===== src/rtl/axi_udp_pkg.sv =====
// Shared constants and types for the Ethernet TX framing path.
package axi_udp_pkg;

   localparam int ETH_HDR_LEN   = 14;
   localparam int ETH_MIN_FRAME = 60;

   localparam logic [15:0] ETHERTYPE_ARP = 16'h0806;
   localparam logic [15:0] ETHERTYPE_IP  = 16'h0800;

   typedef enum logic [2:0] {
      IDLE,
      HDR,
      PAYLOAD,
      PAD,
      DONE
   } tx_state_t;

endpackage


===== src/rtl/axi_rr_arbiter.sv =====
// Combinational requester selection: round-robin from pointer+1, or fixed
// priority with index 0 highest. The pointer register lives in the caller.
module axi_rr_arbiter #(
   parameter int N    = 4,
   parameter int MODE = 0
) (
   input  logic [N-1:0] req,
   input  logic [2:0]   pointer,
   input  logic         enable,
   output logic [N-1:0] grant,
   output logic [2:0]   idx
);

   logic found;

   // Pick a single winner; round-robin scans indices above the pointer, then wraps.
   always_comb begin
      // NOTE: every output gets a default first so no path leaves it unassigned (no latch).
      grant = '0;
      idx   = '0;
      found = 1'b0;
      if (enable) begin
         if (MODE == 1) begin
            for (int i = 0; i < N; i++) begin
               if (!found && req[i]) begin
                  found    = 1'b1;
                  grant[i] = 1'b1;
                  idx      = 3'(i);
               end
            end
         end else begin
            for (int i = 0; i < N; i++) begin
               if (!found && req[i] && (i > int'(pointer))) begin
                  found    = 1'b1;
                  grant[i] = 1'b1;
                  idx      = 3'(i);
               end
            end
            for (int i = 0; i < N; i++) begin
               if (!found && req[i] && (i <= int'(pointer))) begin
                  found    = 1'b1;
                  grant[i] = 1'b1;
                  idx      = 3'(i);
               end
            end
         end
      end
   end

endmodule


===== src/rtl/axi_eth_tx_mux.sv =====
// Ethernet TX mux: arbitrates among frame sources, emits the latched 14-byte
// header, passes the payload through and zero-pads up to the minimum length.
module axi_eth_tx_mux
   import axi_udp_pkg::*;
#(
   parameter int NUM_PORTS = 4,
   parameter int ARB_MODE  = 0,
   parameter int MIN_FRAME = ETH_MIN_FRAME,
   parameter int CNT_W     = 16
) (
   input  logic                    clk,
   input  logic                    aresetn,
   input  logic [NUM_PORTS-1:0]    port_req,
   output logic [NUM_PORTS-1:0]    port_ack,
   input  logic [NUM_PORTS*48-1:0] port_dst_mac,
   input  logic [NUM_PORTS*48-1:0] port_src_mac,
   input  logic [NUM_PORTS*16-1:0] port_ethertype,
   input  logic [NUM_PORTS*8-1:0]  port_axis_tdata,
   input  logic [NUM_PORTS-1:0]    port_axis_tlast,
   input  logic [NUM_PORTS-1:0]    port_axis_tvalid,
   output logic [NUM_PORTS-1:0]    port_axis_tready,
   output logic [7:0]              mac_axis_tdata,
   output logic                    mac_axis_tlast,
   output logic                    mac_axis_tvalid,
   input  logic                    mac_axis_tready,
   output logic                    busy,
   output logic [2:0]              grant_idx
);

   localparam logic [CNT_W:0] MIN_CNT = (CNT_W+1)'(MIN_FRAME);

   tx_state_t              state;
   logic [3:0]             hdr_idx;
   logic [CNT_W-1:0]       byte_cnt;
   logic [2:0]             rr_ptr;
   logic [2:0]             grant_r;
   logic [NUM_PORTS-1:0]   grant_oh;
   logic [47:0]            dst_r;
   logic [47:0]            src_r;
   logic [15:0]            type_r;
   logic                   busy_r;
   logic [NUM_PORTS-1:0]   ack_r;

   logic [NUM_PORTS-1:0]   arb_grant;
   logic [2:0]             arb_idx;
   logic [47:0]            sel_dst;
   logic [47:0]            sel_src;
   logic [15:0]            sel_type;
   logic [7:0]             pay_data;
   logic                   pay_valid;
   logic                   pay_last;
   logic [111:0]           hdr_shift;
   logic [CNT_W-1:0]       cnt_inc;
   logic                   at_min;
   logic                   beat;

   axi_rr_arbiter #(
      .N    (NUM_PORTS),
      .MODE (ARB_MODE)
   ) u_arb (
      .req     (port_req),
      .pointer (rr_ptr),
      .enable  (state == IDLE),
      .grant   (arb_grant),
      .idx     (arb_idx)
   );

   // Header fields of the arbitration winner, latched on the grant cycle.
   always_comb begin
      sel_dst  = '0;
      sel_src  = '0;
      sel_type = '0;
      for (int i = 0; i < NUM_PORTS; i++) begin
         if (arb_grant[i]) begin
            sel_dst  = port_dst_mac[48*i +: 48];
            sel_src  = port_src_mac[48*i +: 48];
            sel_type = port_ethertype[16*i +: 16];
         end
      end
   end

   // Payload stream of the granted port.
   always_comb begin
      pay_data = '0;
      for (int i = 0; i < NUM_PORTS; i++) begin
         if (grant_oh[i]) pay_data = port_axis_tdata[8*i +: 8];
      end
      pay_valid = |(port_axis_tvalid & grant_oh);
      pay_last  = |(port_axis_tlast & grant_oh);
   end

   // Byte bookkeeping: saturating increment and minimum-length test for the current beat.
   always_comb begin
      hdr_shift = {dst_r, src_r, type_r} << {hdr_idx, 3'b000};
      cnt_inc   = (byte_cnt == '1) ? byte_cnt : byte_cnt + CNT_W'(1);
      at_min    = ({1'b0, byte_cnt} + (CNT_W+1)'(1)) >= MIN_CNT;
      beat      = mac_axis_tvalid & mac_axis_tready;
   end

   // MAC-side byte stream and per-port ready, selected by the current state.
   always_comb begin
      mac_axis_tdata   = '0;
      mac_axis_tvalid  = 1'b0;
      mac_axis_tlast   = 1'b0;
      port_axis_tready = '0;
      case (state)
         HDR: begin
            mac_axis_tdata  = hdr_shift[111:104];
            mac_axis_tvalid = 1'b1;
         end
         PAYLOAD: begin
            mac_axis_tdata   = pay_data;
            mac_axis_tvalid  = pay_valid;
            mac_axis_tlast   = pay_last & at_min;
            port_axis_tready = grant_oh & {NUM_PORTS{mac_axis_tready}};
         end
         PAD: begin
            mac_axis_tvalid = 1'b1;
            mac_axis_tlast  = at_min;
         end
         default: ;
      endcase
   end

   // Frame sequencer: grant, header, payload, pad, acknowledge.
   always_ff @(posedge clk or negedge aresetn) begin
      if (!aresetn) begin
         // NOTE: the small header registers are reset too, so every output is 0 out of reset.
         state    <= IDLE;
         hdr_idx  <= '0;
         byte_cnt <= '0;
         rr_ptr   <= '0;
         grant_r  <= '0;
         grant_oh <= '0;
         dst_r    <= '0;
         src_r    <= '0;
         type_r   <= '0;
         busy_r   <= 1'b0;
         ack_r    <= '0;
      end else begin
         // NOTE: non-blocking assignments so every register updates from pre-edge values.
         ack_r <= '0;
         case (state)
            IDLE: begin
               if (|arb_grant) begin
                  grant_oh <= arb_grant;
                  grant_r  <= arb_idx;
                  dst_r    <= sel_dst;
                  src_r    <= sel_src;
                  type_r   <= sel_type;
                  busy_r   <= 1'b1;
                  hdr_idx  <= '0;
                  state    <= HDR;
               end
            end
            HDR: begin
               if (beat) begin
                  if (hdr_idx == 4'(ETH_HDR_LEN - 1)) begin
                     hdr_idx  <= '0;
                     byte_cnt <= CNT_W'(ETH_HDR_LEN);
                     state    <= PAYLOAD;
                  end else begin
                     hdr_idx <= hdr_idx + 4'd1;
                  end
               end
            end
            PAYLOAD: begin
               if (beat) begin
                  byte_cnt <= cnt_inc;
                  if (pay_last) begin
                     if (at_min) begin
                        ack_r <= grant_oh;
                        state <= DONE;
                     end else begin
                        state <= PAD;
                     end
                  end
               end
            end
            PAD: begin
               if (beat) begin
                  byte_cnt <= cnt_inc;
                  if (at_min) begin
                     ack_r <= grant_oh;
                     state <= DONE;
                  end
               end
            end
            DONE: begin
               rr_ptr <= grant_r;
               busy_r <= 1'b0;
               state  <= IDLE;
            end
            default: state <= IDLE;
         endcase
      end
   end

   assign port_ack  = ack_r;
   assign busy      = busy_r;
   assign grant_idx = grant_r;

endmodule


===== config.mk =====
export PLATFORM = sky130hd
export DESIGN_NAME = axi_eth_tx_mux
export DESIGN_NICKNAME = d
export VERILOG_FILES = /design/src/rtl/axi_udp_pkg.sv /design/src/rtl/axi_rr_arbiter.sv /design/src/rtl/axi_eth_tx_mux.sv
export SDC_FILE = /design/constraint.sdc
export NUM_CORES = 1
export LEC_CHECK = 0
export CAP_MARGIN = 20
export CELL_PAD_IN_SITES_DETAIL_PLACEMENT = 2
export CELL_PAD_IN_SITES_GLOBAL_PLACEMENT = 2
export CORE_MARGIN = 4
export CORE_UTILIZATION = 22
export DETAILED_ROUTE_END_ITERATION = 12
export HOLD_SLACK_MARGIN = 0.06
export MAX_ROUTING_LAYER = met4
export PLACE_DENSITY = 0.8
export SLEW_MARGIN = 20
export SYNTH_ARGS = -nofsm -noshare
export SYNTH_HDL_FRONTEND = slang
export SYNTH_SLANG_ARGS = --single-unit

===== constraint.sdc =====
create_clock -name clk -period 2.45 [get_ports clk]
set_input_delay 0.3675 -clock clk [delete_from_list [all_inputs] [get_ports clk]]
set_output_delay 0.3675 -clock clk [all_outputs]
set_load 0.01 [all_outputs]

==> run metrics <==
Critical Path Source Type=register; core outline area=0.0455 mm2; final setup vio count=9; grt total ovfl=0; total global-route track usage=25.4%; number of synthesized register bits=148; Setup Skew=0.0116 ns; most frequent cell after synthesis=dfrtp_1; Distinct cells, synth=64; Arr. time, crit path=2.40 ns; multi-input logic area=0.00603 mm2; Finished Cell Area=0.0179 mm2; pin count of the biggest net entering global routing=59; Post-DP Area=0.0171 mm2; Least-Margin Pin Slew=0.644 ns; CTS tree=built; largest cells by area after synthesis=dfrtp_1, nand2_1, mux4_2; maximum vdd drop=0.509 mV; Register Area=0.00371 mm2; Inserted Clock Buffers=17; GP Congestion=0.881; P per Cell Area=867 mW/mm2; P_leak=0.00680 uW; synthesized instance count=1170; Placed Cells=2319; Yosys Warn Count=0; vias in the first global route=14300; Final Routed Wirelength=64900 um; drt first pass iters=7; via count=12700; fin. max-slew vios=0; Synth async-reset ratio=100%; Port Buffer Count=515; Final Hold Fails=0; Fmax=0.362 GHz; nets@finish=2253; Finished Layout Cells=2382; Final min period=2.76 ns; Post-DP HPWL=51700 um; crit path capture type=output pin; layout filler cell count=4972; worst rel slew slack=57.0%; fin crit share=113%; EDFF count, synth=0; worst-case clock buffer depth=2; PnR worst setup slack=-0.313 ns; Worst-Skew Late Latency=0.45 ns; share of cells above drive strength 1=18.6%; Clock transition at path regs=0.06 ns; WL per Instance=27.2 um; die height=223 um; Vias/cell=5.34; I/O pins=517; Die Width=223 um; final hold slack=0.468 ns; htree depth=4; mapped cell area=0.0102 mm2; worst hold path type=primary input to asynchronous set/reset pin; most area-hungry cell type in the Yosys netlist=dfrtp_1; failing checks=negative setup slack; Rows=78; initial core utilization=22.3%; share of the synthesized area in the top cell type=36.4%; drc violations=0; Synth top cells by count=dfrtp_1, nand2_1, nor2_1; Design Power=15500 uW; CTS sink cnt=148; RSZ-0062 raised after global routing=yes; root buf cell=clkbuf_16; critical path class=register to output pin; Syn Nets=1669; first-pass GRT wire length=93200 um; syn_area_per_cell=8.68 um2; number of max-cap violations=0; Crit path required time=2.08 ns; Routed Antenna Nets=0; die area=0.0497 mm2; DR iter-0 viols=838; CP max FO=5; initial antenna violation count=19; Area Overhead vs Synth=76.5%; Post-synth top flop=dfrtp_1; run status=complete, but fails checks; Seq/Total Area, Yosys=36.4%
per-layer routing:
metal / global-route usage [%] / vias to the layer above / part of all wire [%]
li1: - / 5710 / -
met1: 29.9 / 6510 / 41
met2: 44.7 / 426 / 52
met3: 4.22 / 66 / 4.6
met4: 7.79 / 0 / 2.3
met5: - / - / 0
worst max-delay path: stages, from the launching register on:
cell	delay, ns
dfrtp_4	0.50
buf_12	0.15
mux4_2	0.50
mux2i_1	0.16
nor2_1	0.08
a21oi_1	0.16
buf_4	0.17
o22ai_2	0.07
buf_2	0.16
logic make-up (layout without fill, tap and decap cells):
| kind of cell | Yosys count | in the layout | share of synthesized area (%) |
|---|---|---|---|
| buffers and inverters | 140 | 732 | 5.97 |
| AND/OR/NAND/NOR | 417 | 419 | 20.7 |
| flip-flops | 148 | 148 | 36.4 |
| other | 1 | 19 | 0.0369 |
| multiplexers | 44 | 44 | 7.31 |
| adder cells (fa/ha/maj) | 4 | 4 | 0.493 |
| XOR/XNOR | 3 | 3 | 0.259 |
| AO/OA/AOI/OAI | 413 | 413 | 28.8 |
through the flow:
step,util (%),TNS (ns),worst slack [ns]
global route,39.4,-3.36,-0.412
CTS,39.3,-3.01,-0.402
floorplan,-,0,0.255
finish,39.4,-2.36,-0.313
global placement,37.6,-4.28,-0.376
detailed placement,37.6,-18.39,-0.381
sequential cells by signal, indices dropped and copies added, names as in the netlist:
signal	cells
byte_cnt	16
grant_idx	2
state	3
grant_oh	4
rr_ptr	2
src_r	48
hdr_idx	4
port_ack	4
busy	1
type_r	16
dst_r	48
layout by cell type, fill, tap and decap left out, drive strengths merged, types with 9 or more instances in the layout:
master,instances
nand2,145
a21oi,75
nand3,11
a31oi,41
clkbuf,22
mux4,24
nor2b,9
dfrtp,148
nor2,76
or2,47
a22o,15
mux2i,18
diode,18
clkdlybuf4s50,504
a22oi,48
inv,17
and4,22
nand4,40
o22ai,16
nand2b,14
buf,180
o21ai,75
a221oi,51
a222oi,44
nor4,9
nor3,17
cell type report:
| type | count | share of cell area [%] |
|---|---|---|
| Timing Repair Buffer | 687 | 38.0 |
| Multi-Input combinational cell | 884 | 33.6 |
| Sequential cell | 148 | 20.7 |
| Tap cell | 600 | 4.19 |
| Clock buffer | 21 | 2.62 |
| Inverter | 16 | 0.335 |
| Clock inverter | 8 | 0.307 |
| Antenna cell | 18 | 0.251 |
report_power, final:
group          internal [uW]  switching, uW
Combinational           4120           4040
Clock                   1360           1160
Sequential              3550           1320
repair_timing:
action,in CTS,in global routing
gates resized for setup,72,6
pin swaps,14,9
gates cloned,3,3
endpoints found under the hold margin,54,0
setup endpoints to repair,14,26
setup buffers,9,5
hold buffers,1,0
worst paths after layout:
kind	from	to	slack [ns]	depth (start not counted)
max	hdr_idx[0]$_DFFE_PN0P_	mac_axis_tdata[3]	-0.31	8
min	aresetn	byte_cnt[3]$_DFFE_PN0P_	0.47	2
max reg2reg	state[2]$_DFFE_PN0P_	src_r[33]$_DFFE_PN0P_	0.06	7
min reg2reg	dst_r[17]$_DFFE_PN0P_	dst_r[17]$_DFFE_PN0P_	0.49	2
max in group asynchronous	aresetn	src_r[12]$_DFFE_PN0P_	1.25	3
min in group clk	port_dst_mac[78]	dst_r[30]$_DFFE_PN0P_	0.48	3
Power figures use the tool's default switching activity.
